## config.mk

```make
export PLATFORM = sky130hd
export DESIGN_NAME = usb_tx_sched
export DESIGN_NICKNAME = d
export VERILOG_FILES = /design/src/rtl/usb_tx_sched.sv
export SDC_FILE = /design/constraint.sdc
export NUM_CORES = 1
export LEC_CHECK = 0
export ABC_CLOCK_PERIOD_IN_PS = 1800
export CORE_AREA = 8 8 81 83
export DETAILED_ROUTE_END_ITERATION = 12
export DIE_AREA = 0 0 89 91
export GPL_TIMING_DRIVEN = 0
export PLACE_DENSITY = 0.75
export SYNTH_ARGS = -nofsm -noshare
export SYNTH_HDL_FRONTEND = slang
export SYNTH_SLANG_ARGS = --single-unit
```

## constraint.sdc

```tcl
create_clock -name clk -period 1.8 [get_ports clk]
set_input_delay 0.18 -clock clk [delete_from_list [all_inputs] [get_ports clk]]
set_output_delay 0.18 -clock clk [all_outputs]
set_load 0.02 [all_outputs]
```

## src/rtl/usb_tx_sched.sv

```systemverilog
// usb_tx_sched: sequencer/arbiter in front of the USB TX packet engine.
//
// Two requesters share the engine:
//   HS - PID-only handshake packets (ACK/NAK/STALL), fixed highest priority.
//   DT - DATA0/DATA1 packets whose payload is streamed from an endpoint buffer.
// After each packet a minimum inter-packet gap is enforced, and a watchdog
// abandons a packet the engine never completes.
//
// Ports:
//   clk, rst            clock; asynchronous active-high reset
//   tx_en               grants allowed only while high
//   hs_req/hs_pid       HS request (level) and PID; hs_done pulses on completion
//   dt_req/dt_pid/      DT request (level), PID, payload length and current byte;
//   dt_len/dt_data      dt_data_ack asks for the next byte; dt_done pulses on completion
//   pkt_start/pkt_pid/  engine command: start pulse, PID, length, payload byte
//   pkt_len/pkt_data
//   pkt_data_ack        engine consumed pkt_data
//   pkt_done            engine finished the packet
//   busy                high whenever the sequencer is not idle
//   err_timeout         1-cycle pulse when the watchdog expires
module usb_tx_sched #(
   parameter int IPG_CYCLES = 8,
   parameter int TO_CYCLES  = 65535
) (
   input  logic       clk,
   input  logic       rst,
   input  logic       tx_en,
   input  logic       hs_req,
   input  logic [3:0] hs_pid,
   output logic       hs_done,
   input  logic       dt_req,
   input  logic [3:0] dt_pid,
   input  logic [9:0] dt_len,
   input  logic [7:0] dt_data,
   output logic       dt_data_ack,
   output logic       dt_done,
   output logic       pkt_start,
   output logic [3:0] pkt_pid,
   output logic [9:0] pkt_len,
   output logic [7:0] pkt_data,
   input  logic       pkt_data_ack,
   input  logic       pkt_done,
   output logic       busy,
   output logic       err_timeout
);

   localparam int GAP_W = (IPG_CYCLES > 0) ? $clog2(IPG_CYCLES + 1) : 1;
   localparam int WD_W  = (TO_CYCLES  > 0) ? $clog2(TO_CYCLES  + 1) : 1;
   localparam bit WD_EN = (TO_CYCLES > 0);
   localparam logic [GAP_W-1:0] GAP_LOAD = GAP_W'(IPG_CYCLES);
   localparam logic [WD_W-1:0]  WD_LIMIT = WD_W'(TO_CYCLES);

   typedef enum logic [1:0] {IDLE, START, RUN, GAP} state_t;
   typedef enum logic [1:0] {OWN_NONE, OWN_HS, OWN_DT} owner_t;

   state_t            state, state_n;
   owner_t            owner, owner_n;
   logic [3:0]        pid_n;
   logic [9:0]        len_n;
   logic [GAP_W-1:0]  gap_cnt, gap_n;
   logic [WD_W-1:0]   wd_cnt, wd_n;
   logic              hs_done_n, dt_done_n;

   always_ff @(posedge clk or posedge rst) begin
      if (rst) begin
         state   <= IDLE;
         owner   <= OWN_NONE;
         pkt_pid <= 4'h0;
         pkt_len <= 10'd0;
         gap_cnt <= '0;
         wd_cnt  <= '0;
         hs_done <= 1'b0;
         dt_done <= 1'b0;
      end else begin
         state   <= state_n;
         owner   <= owner_n;
         pkt_pid <= pid_n;
         pkt_len <= len_n;
         gap_cnt <= gap_n;
         wd_cnt  <= wd_n;
         hs_done <= hs_done_n;
         dt_done <= dt_done_n;
      end
   end

   always_comb begin
      state_n     = state;
      owner_n     = owner;
      pid_n       = pkt_pid;
      len_n       = pkt_len;
      gap_n       = gap_cnt;
      wd_n        = wd_cnt;
      hs_done_n   = 1'b0;
      dt_done_n   = 1'b0;
      err_timeout = 1'b0;
      case (state)
         IDLE: begin
            if (tx_en && hs_req) begin
               owner_n = OWN_HS;
               pid_n   = hs_pid;
               len_n   = 10'd0;
               state_n = START;
            end else if (tx_en && dt_req) begin
               owner_n = OWN_DT;
               pid_n   = dt_pid;
               len_n   = dt_len;
               state_n = START;
            end
         end
         START: begin
            // The start cycle itself counts, so wd_cnt equals cycles since pkt_start.
            wd_n    = WD_W'(1);
            state_n = RUN;
         end
         RUN: begin
            if (pkt_done) begin
               // Completion wins over a watchdog expiry in the same cycle.
               hs_done_n = (owner == OWN_HS);
               dt_done_n = (owner == OWN_DT);
               owner_n   = OWN_NONE;
               gap_n     = GAP_LOAD;
               state_n   = GAP;
            end else if (WD_EN && wd_cnt == WD_LIMIT) begin
               err_timeout = 1'b1;
               owner_n     = OWN_NONE;
               gap_n       = GAP_LOAD;
               state_n     = GAP;
            end else if (WD_EN) begin
               wd_n = wd_cnt + WD_W'(1);
            end
         end
         GAP: begin
            // A load of 0 or 1 both leave after a single gap cycle.
            if (gap_cnt <= GAP_W'(1)) state_n = IDLE;
            else                      gap_n   = gap_cnt - GAP_W'(1);
         end
         default: state_n = IDLE;
      endcase
   end

   // Owner is only DT during START/RUN, so payload and acks never leak outside a DT packet.
   assign pkt_start   = (state == START);
   assign busy        = (state != IDLE);
   assign pkt_data    = (owner == OWN_DT) ? dt_data : 8'h00;
   assign dt_data_ack = (owner == OWN_DT) & pkt_data_ack;

endmodule

```

### Yosys cells after proc, flatten, opt, wreduce, memory -nomap -nowiden

Index checks and enable logic that the tools add are counted.

| word-level totals | value |
|---|---|
| register bits after elaboration | 40 |
| bits of input ports | 33 |
| logic and storage cells | 67 |

| cells by class | value |
|---|---|
| add/sub/neg operators | 2 |
| $lt $le $gt $ge | 1 |
| equality and inequality tests | 12 |
| muxes and demuxes | 30 |
| bitwise gates (word level) | 1 |
| reduce and logical (&&, ||, !) cells | 13 |

Operators by type and width:

| cell | count |
|---|---|
| 2-to-1 mux 16 bit | 2 |
| one-hot mux 16 bit (2 select lines) | 1 |
| 2-to-1 mux 10 bit | 2 |
| 2-to-1 mux 4 bit | 5 |
| 2-to-1 mux 2 bit | 9 |
| adder 16 x 1 -> 16 bit, second input constant | 1 |
| == test 16 bit, second input constant | 1 |
| AND reduction 3 bit | 4 |
| nonzero test 2 bit | 5 |
| 2-to-1 mux 8 bit | 1 |
| inequality test 2 bit, second input constant | 4 |
| one-hot mux 2 bit (4 select lines) | 1 |
| one-hot mux 4 bit (2 select lines) | 1 |
| 2-to-1 mux 1 bit | 7 |
| == test 2 bit, second input constant | 3 |
| inequality test 3 bit, second input constant | 2 |
| == test 2 x 1 -> 1 bit, second input constant | 2 |
| less-or-equal comparator 4 x 1 -> 1 bit, second input constant | 1 |
| one-hot mux 2 bit (2 select lines) | 1 |
| subtractor 4 x 1 -> 4 bit, second input constant | 1 |
| logical AND 1 bit | 2 |
| logical NOT 2 bit | 1 |
| AND reduction 2 bit | 1 |
| bitwise AND 1 bit | 1 |

### Longest topological paths before layout

Gate-level depths: netlist of the first run.

| logic depth | value |
|---|---|
| word-level depth | 4 |
| depth in mapped cells | 8 |
| gate-level depth less buffers | 7 |

### Worst setup path before layout of the first run

No wires, ideal clock.

| timing | value |
|---|---|
| path type | register to output |
| start point | register wd_cnt[1] |
| end point | output err_timeout |
| arrival | 1.631 ns |
| slack | -0.011 ns |
| cell stages (with the launch flop) | 6 |
| cell sequence | dfrtp_1 ha_1 nand2_1 or3_1 buf_6 nor3_1 |

| between the ends | value |
|---|---|
| word-level cells in the longest chain between the ends | 4 |

Ends and longest elaborated chain:

| what | RTL line | text |
|---|---|---|
| start, declared | 61 | `logic [WD_W-1:0] wd_cnt, wd_n;` |
| start signal, assigned | 80 | `wd_cnt <= wd_n;` |
| == test 16 bit | 123 | `end else if (WD_EN && wd_cnt == WD_LIMIT) begin` |
| 2-to-1 mux 1 bit | 123 |  |
| 2-to-1 mux 1 bit | 116 | `if (pkt_done) begin` |
| 2-to-1 mux 1 bit | 96 | `case (state)` |
| end, declared | 44 | `output logic err_timeout` |

No other way between the ends.

### Worst setup path after layout of the first run

| timing | value |
|---|---|
| start point | register wd_cnt[0] |
| end point | output err_timeout |

Same word-level chain as after synthesis.

==> impl_metrics.toml, run 1 <==
[yosys]
yosysSeqAreaShare = 0.451
syn-cell-area_sq_um = 2220
synth_warnings = 0
synth_ff_type = "dfrtp_1"
synthCells = 249
syn_avg_cell_area_sq_um = 8.92
ys_seq_elements = 40
yosysUniqueCellTypes = 42
synth_nets = 290
async_flop_share = 1.00
synth_edf_count = 0

[die]
coreArea_sq_um = 5340
rows = 27
dieWidth_um = 89
die_area_sq_um = 8100
io_pins = 61
fp.dieH_um = 91
initial_core_util = 0.416

[cts]
clock-sinks = 40
cts_tree = "built"
clock_latency_ns = 0.30
root_buffer = "clkbuf_8"
clk_path_buf_depth = 2
htree_levels = 2
clkTransAtPathRegs_ns = 0.08
numCtsBuffers = 5

[placed_design]
hpwl_um = 4270
io_buffer_count = 60
place_area_sq_um = 2920
place_congestion = 0.822

[final_layout]
fin_nets = 368
fill_cells = 473
drive_gt1_frac = 0.152
layout.cells.most_common = "clkdlybuf4s50_1"
fin_util = 0.596
design_area_sq_um = 3180
area_growth_pct = 43.2
final_cell_mix = "clkdlybuf4s50_1 (48), nand2_1 (35), dfrtp_1 (34)"
diodes = 0

[worst_setup_path]
critPathMaxStageDelay_ns = 0.41
worst_setup_path_startpoint = "wd_cnt[0]"
rr_startpoint = "wd_cnt[0]"
cp.arrival_ns = 1.71
worstSetupPathType = "reg2out"
crit_chain = "ha_4 > nand2_2 > or3_1 > buf_6 > nor3_4 > buf_6"
cp_slowest_cell = "dfrtp_1"
cpMostUsedCell = "buf_6"
cp.required_ns = 1.62
worst_setup_path_start_kind = "register"
reg2reg_to = "wd_cnt[11]"
cp_max_fo = 7
r2r_slack_ns = 0
endpoint_kind = "output pin"
rr_worst_depth = 7
endpoint = "err_timeout"

[detailed_routing]
via_per_inst = 5.35
routed_wl_um = 5990
vias = 2141
drtIter0Drc = 220
wl_per_cell_um = 15.0
remaining_drc_errors = 0
antenna_left = 0
drt_first_pass_iters = 4

[sta]
fin_skew_ns = 0.0111
setup_viol_count_final = 1
rsz0062_at_grt = "yes"
slew_violations = 0
max_freq_mhz = 529
finalHoldViolCount = 0
min_period_ns = 1.89
relSlewSlack = 0.439
tightestPinTransition_ns = 0.840
fin_crit_sh = 1.05
setup_ws_ns = -0.0887
timing.setup.tns_ns = -0.0887

[global_route]
grt_max_degree = 41
grt_overflow_total = 0
grt_pass1_vias = 1978
antenna_found_initial = 0
grt_usage = 0.150
grt_pass1_wl_um = 9750

[job]
cap_viol_max_count = 0

[power]
power.leakage_nw = 1.43
ir_worst_vdd_mv = 1.10
p_per_area_nw_per_um2 = 1380

[status]
status = "finished with violations"
violations = "negative setup slack"

[worst_hold_path]
hp-class = "in2async"
## cell type report
class                   instances  area [sq um]  area share
plain buffers                   8          56.3      0.0177
clock buffers                   6          72.6      0.0228
clock inverters                 2          35.0      0.0110
inverters                      12          45.0      0.0142
multi-input cells             188          1190       0.374
flip-flops and latches         40          1010       0.317
well taps                      72          90.1      0.0283
repair buffers                 72           682       0.214
## metrics by stage
stage               setup slack (ns)  hold slack, ns  power (mW)  std cells
global route                  -0.149           0.445        4.70        400
global placement              -0.373           0.462        3.39        381
detailed placement            -0.379           0.469        3.42        381
floorplan                     0.0528           0.316        2.62        249
CTS                           -0.131           0.409        4.23        390
finish                       -0.0887           0.371        4.39        400
## worst min-delay path by stage
stage | end | startpoint
6_report | pkt_len[3] | rst
5_1_grt | pkt_len[7] | dt_len[7]
4_1_cts | pkt_len[4] | rst
3_5_place_dp | pkt_len[7] | pkt_len[7]
3_3_place_gp | pkt_pid[0] | pkt_pid[0]
2_1_floorplan | pkt_len[0] | dt_len[0]
## layer usage
layer | global-route usage | up-vias | share of wire
met5 | 0 | - | 0
met1 | 0.198 | 1008 | 0.42
li1 | - | 1047 | -
met4 | 0.0555 | 0 | 0.015
met3 | 0.0369 | 8 | 0.067
met2 | 0.230 | 78 | 0.50
## worst max-delay path: cells and delay by family, from the launching register on
family,cells,cell delay [ns]
AND/OR/NAND/NOR,3,0.56
buffers and inverters,2,0.30
flip-flops,1,0.41
adder cells (fa/ha/maj),1,0.16
## state kept, by name, indices dropped and copies added, names as in the netlist
register  flops
hs_done       1
pkt_pid       4
pkt_len      10
state         2
gap_cnt       4
dt_done       1
wd_cnt       16
owner         2
## cell usage after synthesis (4+ instances only)
library cell | count | area, sq um
dfrtp_1 | 40 | 1000
nand2_1 | 38 | 143
o21ai_0 | 27 | 135
a21oi_1 | 17 | 85.1
nor2_1 | 13 | 48.8
inv_1 | 12 | 45.0
nand3_1 | 10 | 50.1
and2_1 | 9 | 56.3
mux2i_1 | 9 | 90.1
ha_1 | 8 | 100
clkbuf_1 | 7 | 26.3
nor3_1 | 7 | 35.0
o21ai_1 | 6 | 30.0
o211ai_1 | 4 | 30.0
## power by group
group	internal, mW	total [mW]	switching, mW	leakage, nW
clock network	0.412	0.740	0.328	0.0552
registers	1.14	1.31	0.171	0.512
logic	0.987	2.34	1.35	0.861
total	2.54	4.39	1.85	1.43
## cells by family after synthesis
logic type               Yosys count  synth area share
AND/OR/NAND/NOR                   95             0.206
AO/OA/AOI/OAI                     76             0.216
flip-flops                        40             0.451
buffers and inverters             21            0.0423
multiplexers                       9            0.0406
adder cells (fa/ha/maj)            8            0.0451
## timing repair
item | 4_1_cts | 5_1_grt
buffers inserted | 2 | 10
pin swaps | 1 | 2
hold buffers | 0 | 0
setup endpoints to repair | 41 | 28
gates resized for setup | 27 | 23
No activity file was read; power rests on OpenSTA's default activity.
==> run 2, diff against run 1 <==
==> constraint.sdc (replaced) <==
create_clock -name clk -period 1.8 [get_ports clk]
set_input_delay 0.18 -clock clk [delete_from_list [all_inputs] [get_ports clk]]
set_output_delay 0.18 -clock clk [all_outputs]
set_load 0.01 [all_outputs]
==> run 2 against run 1 <==
Register-to-register slack got worse by 0.09 ns. Largest power group unchanged. Critical path depth is 1 lower. The run still ends with negative setup slack left. Power grew 3.6%. Final cell count up 3.5%. Die area unchanged. Flip-flop and latch count stayed put. Clock skew up 0.0034 ns. Worst hold slack got worse by 0.0092 ns. Critical path type unchanged.
==> impl_metrics.toml, run 2 (synthesis results as in run 1) <==
[cts]
root_buffer = "clkbuf_8"
cts_tree = "built"
clk_path_buf_depth = 2
htree_levels = 2
clock-sinks = 40
postCtsHoldBufs = 0
clock_latency_ns = 0.31
clkTransAtPathRegs_ns = 0.09
numCtsBuffers = 5

[die]
fp.dieH_um = 91
initial_core_util = 0.416
io_pins = 61
coreArea_sq_um = 5340
rows = 27
dieWidth_um = 89
die_area_sq_um = 8100

[global_route]
antenna_found_initial = 0
grt_pass1_wl_um = 9960
grt_max_degree = 41
grt_usage = 0.155
grt_pass1_vias = 2025
grt_overflow_total = 0

[final_layout]
largest-register = "wd_cnt"
fin_cells = 414
drive_gt1_frac = 0.202
multi_input_comb_area_sq_um = 1240
fin_nets = 382
largest_reg_flops = 16
layout.cells.most_common = "clkdlybuf4s50_1"
top_regs = "wd_cnt (16), pkt_len (10)"
area_growth_pct = 51.0
diodes = 0
seq_area_sq_um = 1000
fill_cells = 455
final_cell_mix = "clkdlybuf4s50_1 (49), dfrtp_1 (37), nand2_1 (34)"
design_area_sq_um = 3350
fin_util = 0.628

[sta]
timing.setup.tns_ns = -0.678
relSlewSlack = 0.427
slew_violations = 0
fin_crit_sh = 1.10
setup_ws_ns = -0.182
fin_skew_ns = 0.0146
finalHoldViolCount = 0
tightestPinTransition_ns = 0.858
rsz0062_at_grt = "yes"
max_freq_mhz = 505
timing.hold.ws_ns = 0.362
min_period_ns = 1.98
setup_viol_count_final = 13

[worst_setup_path]
rr_worst_depth = 7
cp.required_ns = 1.62
reg2reg_to = "gap_cnt[3]"
cp_max_fo = 7
r2r_slack_ns = -0.09
worstSetupPathType = "reg2out"
endpoint_kind = "output pin"
worst_setup_path_start_kind = "register"
cp.arrival_ns = 1.80
rr_startpoint = "wd_cnt[6]"

[status]
violations = "negative setup slack"
status = "finished with violations"

[power]
power.total_mw = 4.55
p_per_area_nw_per_um2 = 1360
power.leakage_nw = 1.57
ir_worst_vdd_mv = 0.810

[detailed_routing]
remaining_drc_errors = 0
drt_first_pass_iters = 4
drtIter0Drc = 181
wl_per_cell_um = 16.8
antenna_left = 0
via_per_inst = 5.58
vias = 2309
routed_wl_um = 6960

[placed_design]
placed_cells = 381
place_congestion = 0.807
place_area_sq_um = 2910
post-place-ws_ns = -0.409
hpwl_um = 4360
io_buffer_count = 60

[worst_hold_path]
hp-class = "in2async"

[job]
cap_viol_max_count = 0
-- run 2: worst max path at each step --
stage               depth (start not counted)     endpoint       from
global route                                5  err_timeout  wd_cnt[6]
floorplan                                   6   wd_cnt[10]   state[0]
CTS                                         6  err_timeout  wd_cnt[1]
global placement                            6  err_timeout  wd_cnt[0]
finish                                      5  err_timeout  wd_cnt[6]
detailed placement                          6  err_timeout  wd_cnt[0]
-- run 2: layout make-up --
type                       count  area share
buffer                         9      0.0190
clock buffer                   6      0.0246
clock inverter                 2      0.0116
inverter                      12      0.0134
multi-input combinational    189       0.369
sequential                    40       0.300
tap                           72      0.0269
timing repair buffer          84       0.235
-- run 2: critical path: stages, from the launching register on --
cell and delay [ns]:
dfrtp_2 0.43, nand4_1 0.24, or3_1 0.41, buf_6 0.15, nor3_4 0.11, buf_2 0.15
-- run 2: per-layer routing --
metal,vias to the layer above,track usage,wire (um)
met5,-,0,0
met4,0,0.0458,139
met3,15,0.0378,404
met2,84,0.254,3580
met1,1139,0.195,2830
li1,1071,-,-
-- run 2: timing repair --
item                       4_1_cts  5_1_grt
setup endpoints to repair       41       43
gates resized for setup         27       25
pin swaps                        1        8
gates cloned                     1        0
buffers inserted                 6       18
-- run 2: power breakdown --
part / total, mW / switching [mW] / internal (mW)
clock: 0.799 / 0.345 / 0.454
sequential: 1.33 / 0.180 / 1.14
combinational: 2.42 / 1.30 / 1.12
